### src/rtl/multdiv_ctrl_pkg.sv
// Shared types and defaults for the multdiv issue/writeback controller.
package multdiv_ctrl_pkg;

  localparam int unsigned DATA_W = 32;
  localparam int unsigned RD_W   = 5;
  localparam int unsigned CNT_W  = 6;
  localparam int unsigned EXC_W  = 5;

  localparam int unsigned DEF_TIMEOUT    = 40;
  localparam int unsigned DEF_STATUS_REG = 30;
  localparam int unsigned DEF_MULT_EXC   = 4;
  localparam int unsigned DEF_DIV_EXC    = 5;

  typedef enum logic [1:0] {
    ST_IDLE  = 2'd0,
    ST_START = 2'd1,
    ST_BUSY  = 2'd2,
    ST_DONE  = 2'd3
  } state_e;

  // Captured identity of the in-flight operation.
  typedef struct packed {
    logic            is_div;
    logic [RD_W-1:0] rd;
  } op_tag_t;

  // rstatus code for a failed operation, zero-extended to the data width.
  function automatic logic [DATA_W-1:0] exc_code(input logic            is_div,
                                                 input logic [EXC_W-1:0] mult_exc,
                                                 input logic [EXC_W-1:0] div_exc);
    return DATA_W'(is_div ? div_exc : mult_exc);
  endfunction

endpackage

### src/rtl/multdiv_ctrl_if.sv
// Controller <-> multdiv handshake bus.
//   master (controller): drives operands and one-cycle start pulses
//   slave  (multdiv)   : returns result, exception and ready
interface multdiv_ctrl_if;
  import multdiv_ctrl_pkg::*;

  logic [DATA_W-1:0] md_operandA;
  logic [DATA_W-1:0] md_operandB;
  logic              md_ctrl_MULT;
  logic              md_ctrl_DIV;
  logic [DATA_W-1:0] md_result;
  logic              md_exception;
  logic              md_resultRDY;

  modport master (
    output md_operandA, md_operandB, md_ctrl_MULT, md_ctrl_DIV,
    input  md_result, md_exception, md_resultRDY
  );

  modport slave (
    input  md_operandA, md_operandB, md_ctrl_MULT, md_ctrl_DIV,
    output md_result, md_exception, md_resultRDY
  );
endinterface

### src/rtl/mdc_watchdog.sv
// Watchdog for the BUSY phase: 6-bit up-counter with synchronous clear
// and a terminal compare against TIMEOUT.
//   clk, rst_n : clock, async active-low reset
//   clr        : synchronous clear (has priority over en)
//   en         : increment
//   expired_c  : count equals TIMEOUT (combinational)
module mdc_watchdog
  import multdiv_ctrl_pkg::*;
#(
  parameter int unsigned TIMEOUT = DEF_TIMEOUT
) (
  input  logic clk,
  input  logic rst_n,
  input  logic clr,
  input  logic en,
  output logic expired_c
);

  logic [CNT_W-1:0] count;

  // Cycle counter.
  always_ff @(posedge clk or negedge rst_n) begin
    if (!rst_n) begin
      count <= '0;
    end else if (clr) begin
      count <= '0;
    end else if (en) begin
      count <= count + CNT_W'(1);
    end
  end

  assign expired_c = (count == CNT_W'(TIMEOUT));

endmodule

### src/rtl/multdiv_ctrl.sv
// Issue/writeback controller sequencing the iterative multdiv unit.
// Captures a mult/div issue, pulses the unit's start, stalls the pipeline
// until ready or watchdog expiry, then emits one registered writeback beat.
//   clock, reset_n          : clock, async active-low reset
//   issue_*                 : mult/div instruction from execute
//   flush                   : squash the in-flight operation
//   md                      : multdiv bus (master side)
//   stall                   : pipeline freeze (combinational)
//   wb_valid/wb_rd/wb_data  : one-cycle writeback beat
//   busy                    : controller not idle
module multdiv_ctrl
  import multdiv_ctrl_pkg::*;
#(
  parameter int unsigned TIMEOUT    = DEF_TIMEOUT,
  parameter int unsigned STATUS_REG = DEF_STATUS_REG,
  parameter int unsigned MULT_EXC   = DEF_MULT_EXC,
  parameter int unsigned DIV_EXC    = DEF_DIV_EXC
) (
  input  logic              clock,
  input  logic              reset_n,
  input  logic              issue_valid,
  input  logic              issue_is_div,
  input  logic [DATA_W-1:0] issue_opA,
  input  logic [DATA_W-1:0] issue_opB,
  input  logic [RD_W-1:0]   issue_rd,
  input  logic              flush,
  multdiv_ctrl_if.master    md,
  output logic              stall,
  output logic              wb_valid,
  output logic [RD_W-1:0]   wb_rd,
  output logic [DATA_W-1:0] wb_data,
  output logic              busy
);

  state_e  state;
  op_tag_t tag_q;
  logic    drop;

  logic in_run_c;
  logic wd_clr_c;
  logic wd_en_c;
  logic expired_c;
  logic done_go_c;
  logic done_exc_c;
  logic accept_c;

  assign in_run_c   = (state == ST_START) || (state == ST_BUSY);
  assign wd_clr_c   = (state == ST_START);
  assign wd_en_c    = (state == ST_BUSY);
  assign accept_c   = (state == ST_IDLE) && issue_valid && !flush;
  // Ready wins over a coincident watchdog expiry.
  assign done_go_c  = (state == ST_BUSY) && (md.md_resultRDY || expired_c);
  assign done_exc_c = md.md_resultRDY ? md.md_exception : 1'b1;

  mdc_watchdog #(.TIMEOUT(TIMEOUT)) u_wdog (
    .clk       (clock),
    .rst_n     (reset_n),
    .clr       (wd_clr_c),
    .en        (wd_en_c),
    .expired_c (expired_c)
  );

  // Stall: hold the issuing instruction, hold execute while a live op runs,
  // and hold a new issue while a dropped op drains.
  assign stall = accept_c
               | (in_run_c && !drop && !flush)
               | ((state != ST_IDLE) && drop && issue_valid && !flush);

  // Sequencer, capture registers and writeback mux.
  always_ff @(posedge clock or negedge reset_n) begin
    if (!reset_n) begin
      state           <= ST_IDLE;
      tag_q           <= '0;
      drop            <= 1'b0;
      md.md_operandA  <= '0;
      md.md_operandB  <= '0;
      md.md_ctrl_MULT <= 1'b0;
      md.md_ctrl_DIV  <= 1'b0;
      wb_valid        <= 1'b0;
      wb_rd           <= '0;
      wb_data         <= '0;
      busy            <= 1'b0;
    end else begin
      md.md_ctrl_MULT <= 1'b0;
      md.md_ctrl_DIV  <= 1'b0;
      wb_valid        <= 1'b0;
      unique case (state)
        ST_IDLE: begin
          if (accept_c) begin
            md.md_operandA  <= issue_opA;
            md.md_operandB  <= issue_opB;
            md.md_ctrl_MULT <= !issue_is_div;
            md.md_ctrl_DIV  <= issue_is_div;
            tag_q.is_div    <= issue_is_div;
            tag_q.rd        <= issue_rd;
            drop            <= 1'b0;
            busy            <= 1'b1;
            state           <= ST_START;
          end
        end
        ST_START: begin
          // Ready is ignored here: it may still be high from the last op.
          if (flush) drop <= 1'b1;
          state <= ST_BUSY;
        end
        ST_BUSY: begin
          if (flush) drop <= 1'b1;
          if (done_go_c) begin
            wb_valid <= !(drop || flush) && (done_exc_c || (tag_q.rd != '0));
            wb_rd    <= done_exc_c ? RD_W'(STATUS_REG) : tag_q.rd;
            wb_data  <= done_exc_c ? exc_code(tag_q.is_div, EXC_W'(MULT_EXC), EXC_W'(DIV_EXC))
                                   : md.md_result;
            state    <= ST_DONE;
          end
        end
        ST_DONE: begin
          // The beat is already registered; a flush here only marks drop.
          if (flush) drop <= 1'b1;
          busy  <= 1'b0;
          state <= ST_IDLE;
        end
        default: state <= ST_IDLE;
      endcase
    end
  end

endmodule

### src/flat_wrapper.sv
// flat-port wrapper written by rule: the top's interface ports become plain ports
module multdiv_ctrl_flat import multdiv_ctrl_pkg::*;
#(
  parameter int unsigned TIMEOUT    = DEF_TIMEOUT,
  parameter int unsigned STATUS_REG = DEF_STATUS_REG,
  parameter int unsigned MULT_EXC   = DEF_MULT_EXC,
  parameter int unsigned DIV_EXC    = DEF_DIV_EXC
)
  (clock, reset_n, issue_valid, issue_is_div, issue_opA, issue_opB, issue_rd, flush, stall, wb_valid, wb_rd, wb_data, busy, md_md_operandA, md_md_operandB, md_md_ctrl_MULT, md_md_ctrl_DIV, md_md_result, md_md_exception, md_md_resultRDY);
  multdiv_ctrl_if md_i ();
  input  logic clock;
  input  logic reset_n;
  input  logic issue_valid;
  input  logic issue_is_div;
  input  logic [DATA_W-1:0] issue_opA;
  input  logic [DATA_W-1:0] issue_opB;
  input  logic [RD_W-1:0] issue_rd;
  input  logic flush;
  output logic stall;
  output logic wb_valid;
  output logic [RD_W-1:0] wb_rd;
  output logic [DATA_W-1:0] wb_data;
  output logic busy;
  output wire logic [$bits(md_i.md_operandA)-1:0] md_md_operandA;
  output wire logic [$bits(md_i.md_operandB)-1:0] md_md_operandB;
  output wire logic [$bits(md_i.md_ctrl_MULT)-1:0] md_md_ctrl_MULT;
  output wire logic [$bits(md_i.md_ctrl_DIV)-1:0] md_md_ctrl_DIV;
  input wire logic [$bits(md_i.md_result)-1:0] md_md_result;
  input wire logic [$bits(md_i.md_exception)-1:0] md_md_exception;
  input wire logic [$bits(md_i.md_resultRDY)-1:0] md_md_resultRDY;
  assign md_md_operandA = md_i.md_operandA;
  assign md_md_operandB = md_i.md_operandB;
  assign md_md_ctrl_MULT = md_i.md_ctrl_MULT;
  assign md_md_ctrl_DIV = md_i.md_ctrl_DIV;
  assign md_i.md_result = md_md_result;
  assign md_i.md_exception = md_md_exception;
  assign md_i.md_resultRDY = md_md_resultRDY;
  multdiv_ctrl #(.TIMEOUT(TIMEOUT), .STATUS_REG(STATUS_REG), .MULT_EXC(MULT_EXC), .DIV_EXC(DIV_EXC)) u_core (.clock(clock), .reset_n(reset_n), .issue_valid(issue_valid), .issue_is_div(issue_is_div), .issue_opA(issue_opA), .issue_opB(issue_opB), .issue_rd(issue_rd), .flush(flush), .md(md_i), .stall(stall), .wb_valid(wb_valid), .wb_rd(wb_rd), .wb_data(wb_data), .busy(busy));
endmodule
### config.mk
export PLATFORM = sky130hd
export DESIGN_NAME = multdiv_ctrl_flat
export DESIGN_NICKNAME = d
export VERILOG_FILES = /design/src/rtl/multdiv_ctrl_pkg.sv /design/src/rtl/multdiv_ctrl_if.sv /design/src/rtl/mdc_watchdog.sv /design/src/rtl/multdiv_ctrl.sv /design/src/flat_wrapper.sv
export SDC_FILE = /design/constraint.sdc
export NUM_CORES = 1
export LEC_CHECK = 0
export BUFFER_PORTS_ARGS = -buffer_cell sky130_fd_sc_hd__buf_4
export CAP_MARGIN = 20
export CORE_ASPECT_RATIO = 0.7
export CORE_MARGIN = 4
export CORE_UTILIZATION = 47
export CTS_CLUSTER_DIAMETER = 60
export DETAILED_ROUTE_END_ITERATION = 8
export PLACE_DENSITY = 0.87
export SYNTH_ARGS = -nofsm -noshare
export SYNTH_HDL_FRONTEND = slang
export SYNTH_SLANG_ARGS = --single-unit
### constraint.sdc
create_clock -name clock -period 1.7 [get_ports clock]
set_input_delay 0.255 -clock clock [delete_from_list [all_inputs] [get_ports clock]]
set_output_delay 0.255 -clock clock [all_outputs]
set_load 0.02 [all_outputs]
# After elaboration in Yosys (flattened, before gate mapping)
# Index checks and enable logic that the tools add are counted.
[totals] out_inout_bits=106 reg_bits=120 elab_cells=71 in_bits=108
[classes] add_sub_neg=1 n_eq_ne=7 reduce_logical=28 n_bitwise=2 mux=20
[ops] operator="two-way mux 32 bit" count=1
[ops] operator="two-way mux 6 bit" count=2
[ops] operator="two-way mux 1 bit" count=11
[ops] operator="AND reduction 2 bit" count=5
[ops] operator="logical AND 1 bit" count=9
[ops] operator="one-hot mux 2 bit (4 select lines)" count=1
[ops] operator="adder 6 x 1 -> 6 bit, second input constant" count=1
[ops] operator="equality test 6 bit, second input constant" count=1
[ops] operator="!= test 2 x 1 -> 1 bit, second input constant" count=3
[ops] operator="nonzero test 2 bit" count=3
[ops] operator="two-way mux 5 bit" count=1
[ops] operator="nonzero test 5 bit" count=1
[ops] operator="equality test 2 bit, second input constant" count=2
[ops] operator="logical NOT 1 bit" count=4
[ops] operator="logical OR 1 bit" count=4
[ops] operator="two-way mux 2 bit" count=2
[ops] operator="one-hot mux 1 bit (2 select lines)" count=2
[ops] operator="OR reduction 3 bit" count=1
[ops] operator="equality test 2 x 1 -> 1 bit, second input constant" count=1
[ops] operator="logical NOT 2 bit" count=1
[ops] operator="bitwise OR 1 bit" count=2

# Longest topological paths before layout
[depth] depth_word=6 depth_mapped=8 mapped_depth_nobuf=6

# Cells and area by module
# From an unflattened synthesis, not the netlist that was laid out.
[unflattened] cells_unflattened=375 hier_area_um2=5066.1
[by_module_without_submodules] module="multdiv_ctrl" cells_each=346 n_inst=1 area_per_inst_um2=4764.6
[by_module_without_submodules] module="mdc_watchdog" cells_each=29 n_inst=1 area_per_inst_um2=301.5

# Worst setup path before layout
# OpenSTA, ideal clock, no wires.
[synth_path] path_type="register to output" startpoint="register u_core.state[0]" endpoint="output stall" t_arrival_ns=1.445 t_required_ns=1.445 path_slack_ns=0.000 path_stages_with_launch=6 path_cell_list="dfrtp_1 -> inv_1 -> ha_1 -> clkbuf_1 -> nand2b_1 -> a21oi_1"
[synth_via] elab_chain_cells=6 word_cells_on_any_way=14
[synth_rtl] element="start, declared" line_no="multdiv_ctrl.sv:35" text="state_e state;"
[synth_rtl] element="start signal, assigned" line_no="multdiv_ctrl.sv:72" text="state <= ST_IDLE;"
[synth_rtl] element="start signal, assigned" line_no="multdiv_ctrl.sv:98" text="state <= ST_START;"
[synth_rtl] element="start signal, assigned" line_no="multdiv_ctrl.sv:104" text="state <= ST_BUSY;"
[synth_rtl] element="equality test 2 x 1 -> 1 bit / equality test 2 bit (equally long branches)" line_no="multdiv_ctrl.sv:47" text="assign in_run_c = (state == ST_START) || (state == ST_BUSY);"
[synth_rtl] element="logical OR 1 bit" line_no="multdiv_ctrl.sv:47"
[synth_rtl] element="logical AND 1 bit (2 in a row)" line_no="multdiv_ctrl.sv:66" text="| (in_run_c && !drop && !flush)"
[synth_rtl] element="bitwise OR 1 bit" line_no="multdiv_ctrl.sv:66"
[synth_rtl] element="bitwise OR 1 bit (*)" line_no="multdiv_ctrl.sv:67" text="| ((state != ST_IDLE) && drop && issue_valid && !flush);"
[synth_rtl] element="end, declared" line_no="flat_wrapper.sv:19" text="output logic stall;"
# Every way passes the cells marked *; elsewhere a longest branch is shown, timed or not.

# Final worst setup path
[layout_path] startpoint="register u_core.state[1]" endpoint="output stall"
# The elaborated chain is that of the path after synthesis.

==> summary.txt <==
Worst setup path
  – Type of origin of the critical path: register
  – Maximum net fanout on the critical path: 4
  – Arrival time reported for the critical path endpoint: 1.49 ns
  – Slowest cell delay on critical path: 0.42 ns
  – Crit end category: output pin
  – Worst path slowest cell: dfrtp_1
  – Setup crit start: u_core.state[1]
  – Cell seen most often among critical-path stages: buf_6
  – Critical path, cell by cell: inv_2 -> ha_4 -> buf_6 -> o21ai_2 -> a21oi_2 -> buf_6
  – Depth of the worst register-to-register path: 6
  – WS Path Type: reg2out
  – Setup crit end: stall
  – Crit path depth: 6
  – Delay-heaviest family, CP: flip-flops
  – Worst R2R End: u_core.state[1]
  – CP bufs+invs: 3
  – Startpoint of the lowest-slack register-to-register path: u_core.state[1]
  – Worst Path Required: 1.44 ns
  – Worst reg2reg setup slack: -0.04 ns

Synth
  – Post-synth top area share: 63.1%
  – Dominant combinational cell family by area after synthesis: multiplexers
  – Mux cell area share after synthesis: 16.8%
  – Post-Synthesis Cells: between 300 and 400
  – Synth Area in XOR/XNOR: less than 1%
  – Most common flop cell mapped by yosys: dfrtp_1
  – Adder-cell area share of the yosys netlist: 1.58%
  – Post-synth top cells: 120 x dfrtp_1, 70 x mux2_2, 68 x nand2_1, 33 x nand3_1, 15 x nor2_1
  – Post-synthesis register bit count: 120
  – Sequential cell area fraction in the yosys report: 63.1%
  – Biggest area consumer among synthesized cells: dfrtp_1
  – Synth Area in Simple Gates: 12.6%
  – Number of flops mapped to enable cells by yosys: 0
  – Yosys warning total: 0
  – Post-synthesis net count: roughly 490
  – Async set or reset register ratio after synthesis: between 90% and 100%
  – Number of library cell types mapped by synthesis: 32
  – Compound-cell area share of the yosys netlist: under 10%
  – Post-Synthesis Mean Instance Area: 12.5 sq um
  – Top area cells in the synthesized netlist: dfrtp_1 63%, mux2_2 17%, nand2_1 5.4%, nand3_1 3.5%, ha_1 1.6%
  – Most frequent cell after synthesis: dfrtp_1
  – Mapped cell area: 4760 sq um

Status
  – Outcome: finished with violations
  – Failing checks: setup timing

Global routing
  – Number of antenna violations at the first check in global routing: 0
  – Wire length of the first global-routing pass: 19.7 mm
  – Maximum number of pins on one net before global-route repair: 53
  – Overall fraction of global-route tracks in use: about a fifth
  – Vias in the first global route: 3960
  – Global-route congestion overflow total: 0

Die
  – Die boundary width: 128 microns
  – Initial Util: roughly 50%
  – Number of ports placed on the die boundary: 214
  – Die outline area: 11800 sq um
  – Core region area: 9800 sq um
  – Die Ht: just over 90 microns
  – Std-Cell Rows: 30

Routing
  – Total length of routed wires: 12.7 mm
  – First drt pass iteration count: 4
  – DRC: 0
  – Number of DRC markers after the initial detailed-route iteration: between 200 and 250
  – Wirelength per Cell: 16.8 microns
  – Post-DR vias/cell: about 5.0
  – Remaining number of nets flagged by the antenna check after routing: 0
  – Routed vias: 3779

STA
  – Worst-Margin Slew: 0.436 ns
  – Fmax: 573 MHz
  – Final period demand of the worst path: roughly 1.7 ns
  – Final critical-path share of the clock period: 103%
  – Setup skew after layout: 0.00896 ns
  – Number of max-slew violations in the final report: 0
  – Setup TNS after final layout: -0.0859 ns
  – Final worst slack: -0.0466 ns
  – Tightest slew margin relative to the limit: 70.9%
  – RSZ-0062 raised after global routing: true
  – Final-report hold violation count: 0
  – Final setup violation count: 2
  – Tightest hold margin: about 0.015 ns

Layout
  – Final core utilization: between 70% and 80%
  – Ant diodes: 0
  – Fraction of layout cells with a size suffix above 1: 55.0%
  – Total Nets Final: 727
  – Non-filler instance count after layout: between 700 and 800
  – Filler cell count: slightly below 700
  – Layout overhead on the synthesized area: 52.6%

Clock tree
  – Insertion delay to the later sink of the worst-skew pair: 0.40 ns
  – CTS tree: done
  – Number of buffers created by CTS: 17
  – Number of levels the H-tree was split into: 4
  – Clock transition at the registers of the reported paths: 0.05 ns
  – Sinks on the clock net: between 100 and 150
  – Max clock buf depth: 2
  – Library cell used as clock root buffer: clkbuf_16

Run
  – Count of maximum capacitance violations: 0

Place
  – Routability-driven placement congestion ratio: ~0.83
  – DPL Wire Length: 9.00 mm
  – Placed cell count: between 700 and 800
  – Post-Place Setup Slack: -0.161 ns
  – Input/output buffers: 213

Pwr
  – Maximum ir drop on the vdd rail: about 1.2 mV
  – Power Density: 2030 nW/um^2
  – Leakage Power: 0.00371 uW

Min path
  – Hold Path Class: in2reg
==> report_power, final <==
part | leakage (uW) | switching (uW) | internal, uW
Combinational | 0.00195 | 3260 | 3020
Sequential | 0.00147 | 790 | 4200
Clock | 0.000285 | 1180 | 2290
Total | 0.00371 | 5230 | 9510
==> cell usage in the layout, fill, tap and decap left out, types with 3 or more instances in the layout <==
cell	instances
nand3_1	33
clkbuf_8	4
buf_12	3
o21ai_0	3
nand2_1	68
a21oi_1	5
nor2_1	15
dfrtp_1	120
buf_6	4
clkbuf_16	18
buf_4	225
nand3b_1	3
mux2_2	70
clkinv_2	4
inv_1	5
nor3_1	4
nor2b_1	3
ha_1	4
==> worst min-delay path by stage <==
stage | slack, ns | end | start | cells after the start
after global placement | 0.21 | u_core.busy | reset_n | 1
after global routing | 0.01 | u_core.md.md_ctrl_MULT | issue_is_div | 2
final | 0.01 | u_core.md.md_ctrl_MULT | issue_is_div | 2
after detailed placement | 0.21 | u_core.md.md_operandA[23] | reset_n | 1
after CTS | 0.003 | u_core.md.md_ctrl_MULT | issue_is_div | 2
after floorplan | -0.04 | u_core.busy | reset_n | 0
==> sequential cells by signal, indices dropped and copies added (netlist names) <==
| signal | flops |
|---|---|
| u_core.busy | 1 |
| u_core.wb_data | 32 |
| u_core.md.md_operandA | 32 |
| u_core.wb_valid | 1 |
| u_core.tag_q | 6 |
| u_core.drop | 1 |
| u_core.md.md_ctrl_MULT | 1 |
| u_core.state | 2 |
| u_core.md.md_ctrl_DIV | 1 |
| u_core.u_wdog.count | 6 |
| u_core.wb_rd | 5 |
| u_core.md.md_operandB | 32 |
==> metal layers <==
layer  track usage (%)  vias to the layer above  part of all wire (%)
met5                 0                        -                     0
met4              6.27                        0                   1.7
met3              6.58                       19                   8.4
met2              35.2                      155                    50
met1              26.3                     1854                    40
li1                  -                     1751                     -
==> cells by family after synthesis <==
logic type                 Yosys count
and+or+nand+nor                    135
DFF                                120
muxes                               71
buffers and inverters               27
AOI/OAI and AO/OA                   19
adders and majority gates            6
xor gates and xnor gates             2
==> through the flow <==
| step | instance area [sq um] | total power, uW |
|---|---|---|
| floorplan | 4760 | 8210 |
| global placement | 6560 | 10800 |
| detailed placement | 6560 | 11100 |
| CTS | 7180 | 14700 |
| global route | 7270 | 15500 |
| finish | 7270 | 14700 |
==> what timing repair did <==
action | 4_1_cts | 5_1_grt
cloned | 0 | 1
hold buffers | 1 | 0
endpoints found under the hold margin | 27 | 0
setup buffers | 0 | 7
pin swaps | 1 | 4
endpoints found under the setup margin | 38 | 77
resized for setup | 6 | 7
==> cell type report <==
class | count | area (sq um) | share of cell area, %
repair buffers | 234 | 1830 | 25.2
multi-input cells | 233 | 1670 | 22.9
flip-flops and latches | 120 | 3000 | 41.3
well taps | 128 | 160 | 2.20
clock inverters | 8 | 95.1 | 1.31
clock buffers | 23 | 488 | 6.71
inverters | 7 | 26.3 | 0.362
No activity file was read; power rests on OpenSTA's default activity.
